===== config.mk =====
export PLATFORM = sky130hd
export DESIGN_NAME = ram_port_initiator
export DESIGN_NICKNAME = d
export VERILOG_FILES = /design/src/rtl/ram_port_initiator.sv
export SDC_FILE = /design/constraint.sdc
export NUM_CORES = 1
export LEC_CHECK = 0
export CORE_MARGIN = 3
export CORE_UTILIZATION = 50
export DETAILED_ROUTE_END_ITERATION = 6
export PLACE_DENSITY_LB_ADDON = 0.05
export SETUP_SLACK_MARGIN = 0.5
export SYNTH_ARGS = -nofsm -noshare
export SYNTH_HDL_FRONTEND = slang
export SYNTH_SLANG_ARGS = --single-unit

===== constraint.sdc =====
create_clock -name clk -period 4.64 [get_ports clk]
set_input_delay 0.696 -clock clk [delete_from_list [all_inputs] [get_ports clk]]
set_output_delay 0.696 -clock clk [all_outputs]
set_load 0.05 [all_outputs]

===== src/rtl/ram_port_initiator.sv =====
// Request/response front end for one port of a dual-port block RAM.
// Tracks the RAM's fixed read latency and buffers read data in a credit-managed response FIFO.
module ram_port_initiator #(
    parameter int unsigned DATA_WIDTH   = 8,
    parameter int unsigned ADDR_WIDTH   = 9,
    parameter int unsigned READ_LATENCY = 1,
    parameter int unsigned RESP_DEPTH   = 4
) (
    input  logic                          clk,
    input  logic                          rst,
    input  logic                          req_valid,
    output logic                          req_ready,
    input  logic                          req_we,
    input  logic [ADDR_WIDTH-1:0]         req_addr,
    input  logic [DATA_WIDTH-1:0]         req_wdata,
    output logic                          rsp_valid,
    input  logic                          rsp_ready,
    output logic [DATA_WIDTH-1:0]         rsp_rdata,
    output logic                          ram_we,
    output logic [ADDR_WIDTH-1:0]         ram_addr,
    output logic [DATA_WIDTH-1:0]         ram_din,
    input  logic [DATA_WIDTH-1:0]         ram_dout,
    output logic [$clog2(RESP_DEPTH):0]   rd_pending
);

    localparam int unsigned PtrW = $clog2(RESP_DEPTH);
    localparam int unsigned CntW = PtrW + 1;
    localparam logic [CntW-1:0] Depth = CntW'(RESP_DEPTH);

    logic [READ_LATENCY-1:0] pipe_q, pipe_d;
    logic [PtrW-1:0]         wptr_q, wptr_d;
    logic [PtrW-1:0]         rptr_q, rptr_d;
    logic [CntW-1:0]         count_q, count_d;
    logic [CntW-1:0]         pend_q, pend_d;
    logic [DATA_WIDTH-1:0]   mem_q [RESP_DEPTH];

    logic rd_accept;
    logic push;
    logic pop;
    logic fifo_full;
    logic fifo_empty;

    // Credits cover both in-flight reads and queued responses, so the FIFO can never overflow.
    assign req_ready  = !rst && (pend_q < Depth);
    assign ram_we     = req_valid && req_ready && req_we;
    assign ram_addr   = req_addr;
    assign ram_din    = req_wdata;
    assign rd_accept  = req_valid && req_ready && !req_we;

    assign push       = pipe_q[READ_LATENCY-1];
    assign fifo_empty = (count_q == '0);
    assign fifo_full  = (count_q == Depth);
    assign rsp_valid  = !fifo_empty;
    assign pop        = rsp_valid && rsp_ready;
    assign rsp_rdata  = rsp_valid ? mem_q[rptr_q] : '0;
    assign rd_pending = pend_q;

    always_comb begin
        pipe_d    = '0;
        pipe_d[0] = rd_accept;
        for (int i = 1; i < READ_LATENCY; i++) begin
            pipe_d[i] = pipe_q[i-1];
        end

        wptr_d = wptr_q;
        if (push) begin
            wptr_d = wptr_q + 1'b1;
        end

        rptr_d = rptr_q;
        if (pop) begin
            rptr_d = rptr_q + 1'b1;
        end

        count_d = count_q;
        unique case ({push, pop})
            2'b10:   count_d = count_q + 1'b1;
            2'b01:   count_d = count_q - 1'b1;
            default: count_d = count_q;
        endcase

        pend_d = pend_q;
        unique case ({rd_accept, pop})
            2'b10:   pend_d = pend_q + 1'b1;
            2'b01:   pend_d = pend_q - 1'b1;
            default: pend_d = pend_q;
        endcase
    end

    always_ff @(posedge clk or posedge rst) begin
        if (rst) begin
            pipe_q  <= '0;
            wptr_q  <= '0;
            rptr_q  <= '0;
            count_q <= '0;
            pend_q  <= '0;
        end else begin
            pipe_q  <= pipe_d;
            wptr_q  <= wptr_d;
            rptr_q  <= rptr_d;
            count_q <= count_d;
            pend_q  <= pend_d;
        end
    end

    // Storage needs no reset: rsp_rdata is gated by rsp_valid.
    always_ff @(posedge clk) begin
        if (push) begin
            mem_q[wptr_q] <= ram_dout;
        end
    end

    a_no_overflow: assert property (@(posedge clk) disable iff (rst) !(push && fifo_full))
        else $error("response FIFO push while full");

endmodule


==> results.md <==
Status:
- The run finished with clean final reports.

Die:
- The vertical extent of the die is 68.5 microns.
- The boundary pin count is 61.
- Measured along the x axis, the die boundary spans ~70 microns.
- The core region is 3720 sq um.
- The die covers 4700 sq um.
- The initial utilization of the core area, before any placement, comes to between 50% and 60%.
- The placement row count is 22.

Route:
- Summing over every cut layer, the via total after detailed routing is 920.
- After the first detailed-routing iteration, the DRC count stood at 30.
- The post-detailed-routing wire length is approximately 2.9 mm.
- Once detail routing completed, the nets flagged for antenna violations numbered 0.
- The post-route DRC violation count is 0.
- The number of optimization iterations in the first detailed-route pass is 4.
- The vias per cell is 4.95.
- Dividing the detail-routed wire length by the instance count gives around 16 microns.

Synth:
- Summed over its instances, the top area cell type makes up 49.1% of the synthesized netlist area.
- The synthesized flop and latch total is 43.
- Yosys attributes the largest share of cell area to edfxtp_1 (49%), dfrtp_1 (14%), mux4_2 (9.2%), buf_4 (6.5%), and2_1 (4.2%).
- The number of enable-type register cells in the synthesized netlist is 32.
- The share of synthesized registers carrying an async set or reset is 25.6%.
- The number of nets produced by synthesis is 162.
- Among all flip-flop cells after synthesis, the most frequent one is edfxtp_1.
- The number of warning messages in the yosys log is 0.
- The synthesized cell area is 1960 sq um.
- Synthesis produced a netlist whose cell count is 124.
- The distinct cell type count after synthesis is 20.
- The sequential area share after synthesis is between 60% and 70%.
- Summed over all instances, the cell type with the most area after synthesis is edfxtp_1.
- Each instance of the synthesized netlist takes up on average 15.8 sq um.

GRT:
- The met2 global-route usage is 23.7%.
- The routing layer with the top usage in global route is met2.
- The number of antenna violations at the first check in global routing was 0.
- The global routing met1 resource utilization is 17.9%.
- The first global-routing pass estimated around 4.7 mm of wire.
- The routing usage on met3 is under 10%.
- The pin count of the biggest net entering global routing is 15.
- The global-route congestion overflow total is 0.
- Global routing consumed, over all layers together, 14.6% of the routing resources.
- The number of global-route vias before repair is 987.

Power:
- The power density normalized to cell area is 660 nW/um^2.
- The peak supply drop is 319 uV.
- The completed layout was analyzed and its total power is 1.47 mW.
- The static leakage is ~0.84 nW.

Clock tree:
- The post-CTS clock slew at the launch and capture registers of the worst setup and hold paths is 0.08 ns.
- The count of hold buffers inserted by post-cts repair is 0.
- The CTS sink count is 43.
- The number of clock buffers added by TritonCTS is 5.
- The maximum level of the CTS H-tree is 2.
- The cell at the root of the clock tree is clkbuf_8.
- The number of buffers on the longest clock path is 2.
- The insertion delay of the later-clocked pin in the worst-skew pair is 0.29 ns.
- Once the clock tree was built, the setup fixing pass inserted 0 buffers.
- After clock tree synthesis, the repair step resized 0 gates.
- The CTS tree is yes.

Cells and area:
- For this run, the post-layout net count is around 180.
- The growth of design area from synthesis to finish is 14.2%.
- The final non-filler cell total is ~190.
- The footprint of the multi-input gates is 527 sq um.
- The post-route standard cell area excluding fillers is 2230 sq um.
- The sequential cell area in the final layout is approximately 1200 sq um.
- The library cell used most frequently in the layout, excluding fill and tap cells, is edfxtp_1.
- In the layout the commonest cells are edfxtp_1 (32), clkdlybuf4s50_1 (26), and2_1 (13), dfrtp_1 (11), inv_1 (10).
- The filler cells instantiated in the layout total slightly below 300.
- 0 antenna diodes ended up in the layout.
- The share of post-route cells with drive strength above 1 is 12.3%.

Hold path:
- In this run the worst hold path is classified as reg -> reg.

Placement:
- The routability congestion estimate from global placement is 0.636.
- The count of placed standard cells including taps is about 180.
- The cell area after placement is 2120 sq um.
- At the placement stage, the worst setup path has a slack of 1.69 ns.
- Port buffering added 26 buffers.
- Detailed placement ended at an HPWL of 2.07 mm.

Timing:
- Of the available clock period, the critical path in the final layout requires 67.8%.
- The actual transition at the worst max-transition pin is 0.589 ns.
- Setup violations remaining at the end of the flow were counted as 0.
- Setup repair after global routing left no endpoint under its margin.
- The worst clock skew is 0.00653 ns.
- The final critical-path required period is 3.15 ns.
- The minimum setup slack in the final design is approximately 1.5 ns.
- For this run, the top clock speed supported by timing is 318 MHz.
- The number of hold violations in the final report came to 0.
- For the final routed database, the setup TNS stands at 0 ns.
- Measured against its own limit, the worst slew margin works out to between 60 and 70%.
- The number of max-slew violations in the final report is 0.

Setup path:
- The peak fanout along the critical path is 10.
- STA classifies the critical path endpoint as an output port.
- The slowest cell on the critical path is dfrtp_1.
- The highest cell delay on the worst timing path is 0.72 ns.
- The critical path start-end classification is reg -> out.
- STA puts the critical path data arrival time at around 2.5 ns.
- The worst endpoint required time is 3.94 ns.
- The worst setup path is launched from a flop.
- The signal on the critical path passes through mux4_2, and2_1, clkdlybuf4s50_1.

Job:
- Max-cap violations in this run came to 0.
## worst paths after layout
check | start | to | slack [ns] | cells after the start
worst max-delay path | rptr_q[0] | rsp_rdata[1] | 1.49 | 3
worst min-delay path | count_q[2] | count_q[2] | 0.46 | 1
worst max register to register | count_q[2] | rd_pending[2] | 2.52 | 8
worst min register to register | count_q[2] | count_q[2] | 0.46 | 1
max in group asynchronous | rst | rptr_q[1] | 3.60 | 2
min in group asynchronous | rst | rptr_q[0] | 0.74 | 2
## power breakdown
group / switching, mW / internal [mW]
Sequential: 0.0727 / 0.474
Clock: 0.121 / 0.160
Combinational: 0.375 / 0.272
## registers in the layout, summed over array words and instances, names as in the netlist
register / flops
mem_q: 32
count_q: 3
rd_pending: 3
rptr_q: 2
wptr_q: 2
pipe_q: 1
## stage by stage
stage,utilization [%],hold WS [ns]
after global placement,57.1,0.449
final,60.1,0.461
after global routing,60.1,0.500
after CTS,60.1,0.467
after detailed placement,57.1,0.457
after floorplan,-,0.435
## synth_stat cells (all sizes together), types with 2 or more instances
library cell	count
edfxtp	32
buf	19
and2	13
dfrtp	11
inv	10
mux4	8
ha	6
xor2	6
nor2	4
xnor2	3
fa	2
mux2i	2
nand2	2
## logic make-up (layout without fill, tap and decap cells)
family	Yosys count	count (layout)	share of synthesized area [%]
simple gates	23	23	6.53
compound gates	1	1	0.256
fa+ha+maj	8	8	5.89
mux	10	10	10.2
xor+xnor	9	9	4.03
buf+inv	30	44	9.85
flops	43	43	63.2
## metal layers
layer / vias to the layer above / share of wire [%]
li1: 435 / -
met1: 444 / 43
met2: 23 / 48
met3: 18 / 6.1
met4: 0 / 2.7
met5: - / 0
## worst max-delay path, delay by kind of cell, from the launching register on
family | cells | cell delay [ns]
multiplexers | 1 | 0.57
buffers and inverters | 1 | 0.69
flip-flops | 1 | 0.72
AND/OR/NAND/NOR | 1 | 0.17
## layout make-up
cell class                 count  share of cell area (%)
inverter                      10                    1.68
sequential                    43                    55.4
clock inverter                 3                    1.96
multi-input combinational     51                    23.6
clock buffer                   5                    3.08
tap                           48                    2.69
timing repair buffer          26                    11.7
Power figures use the tool's default switching activity.
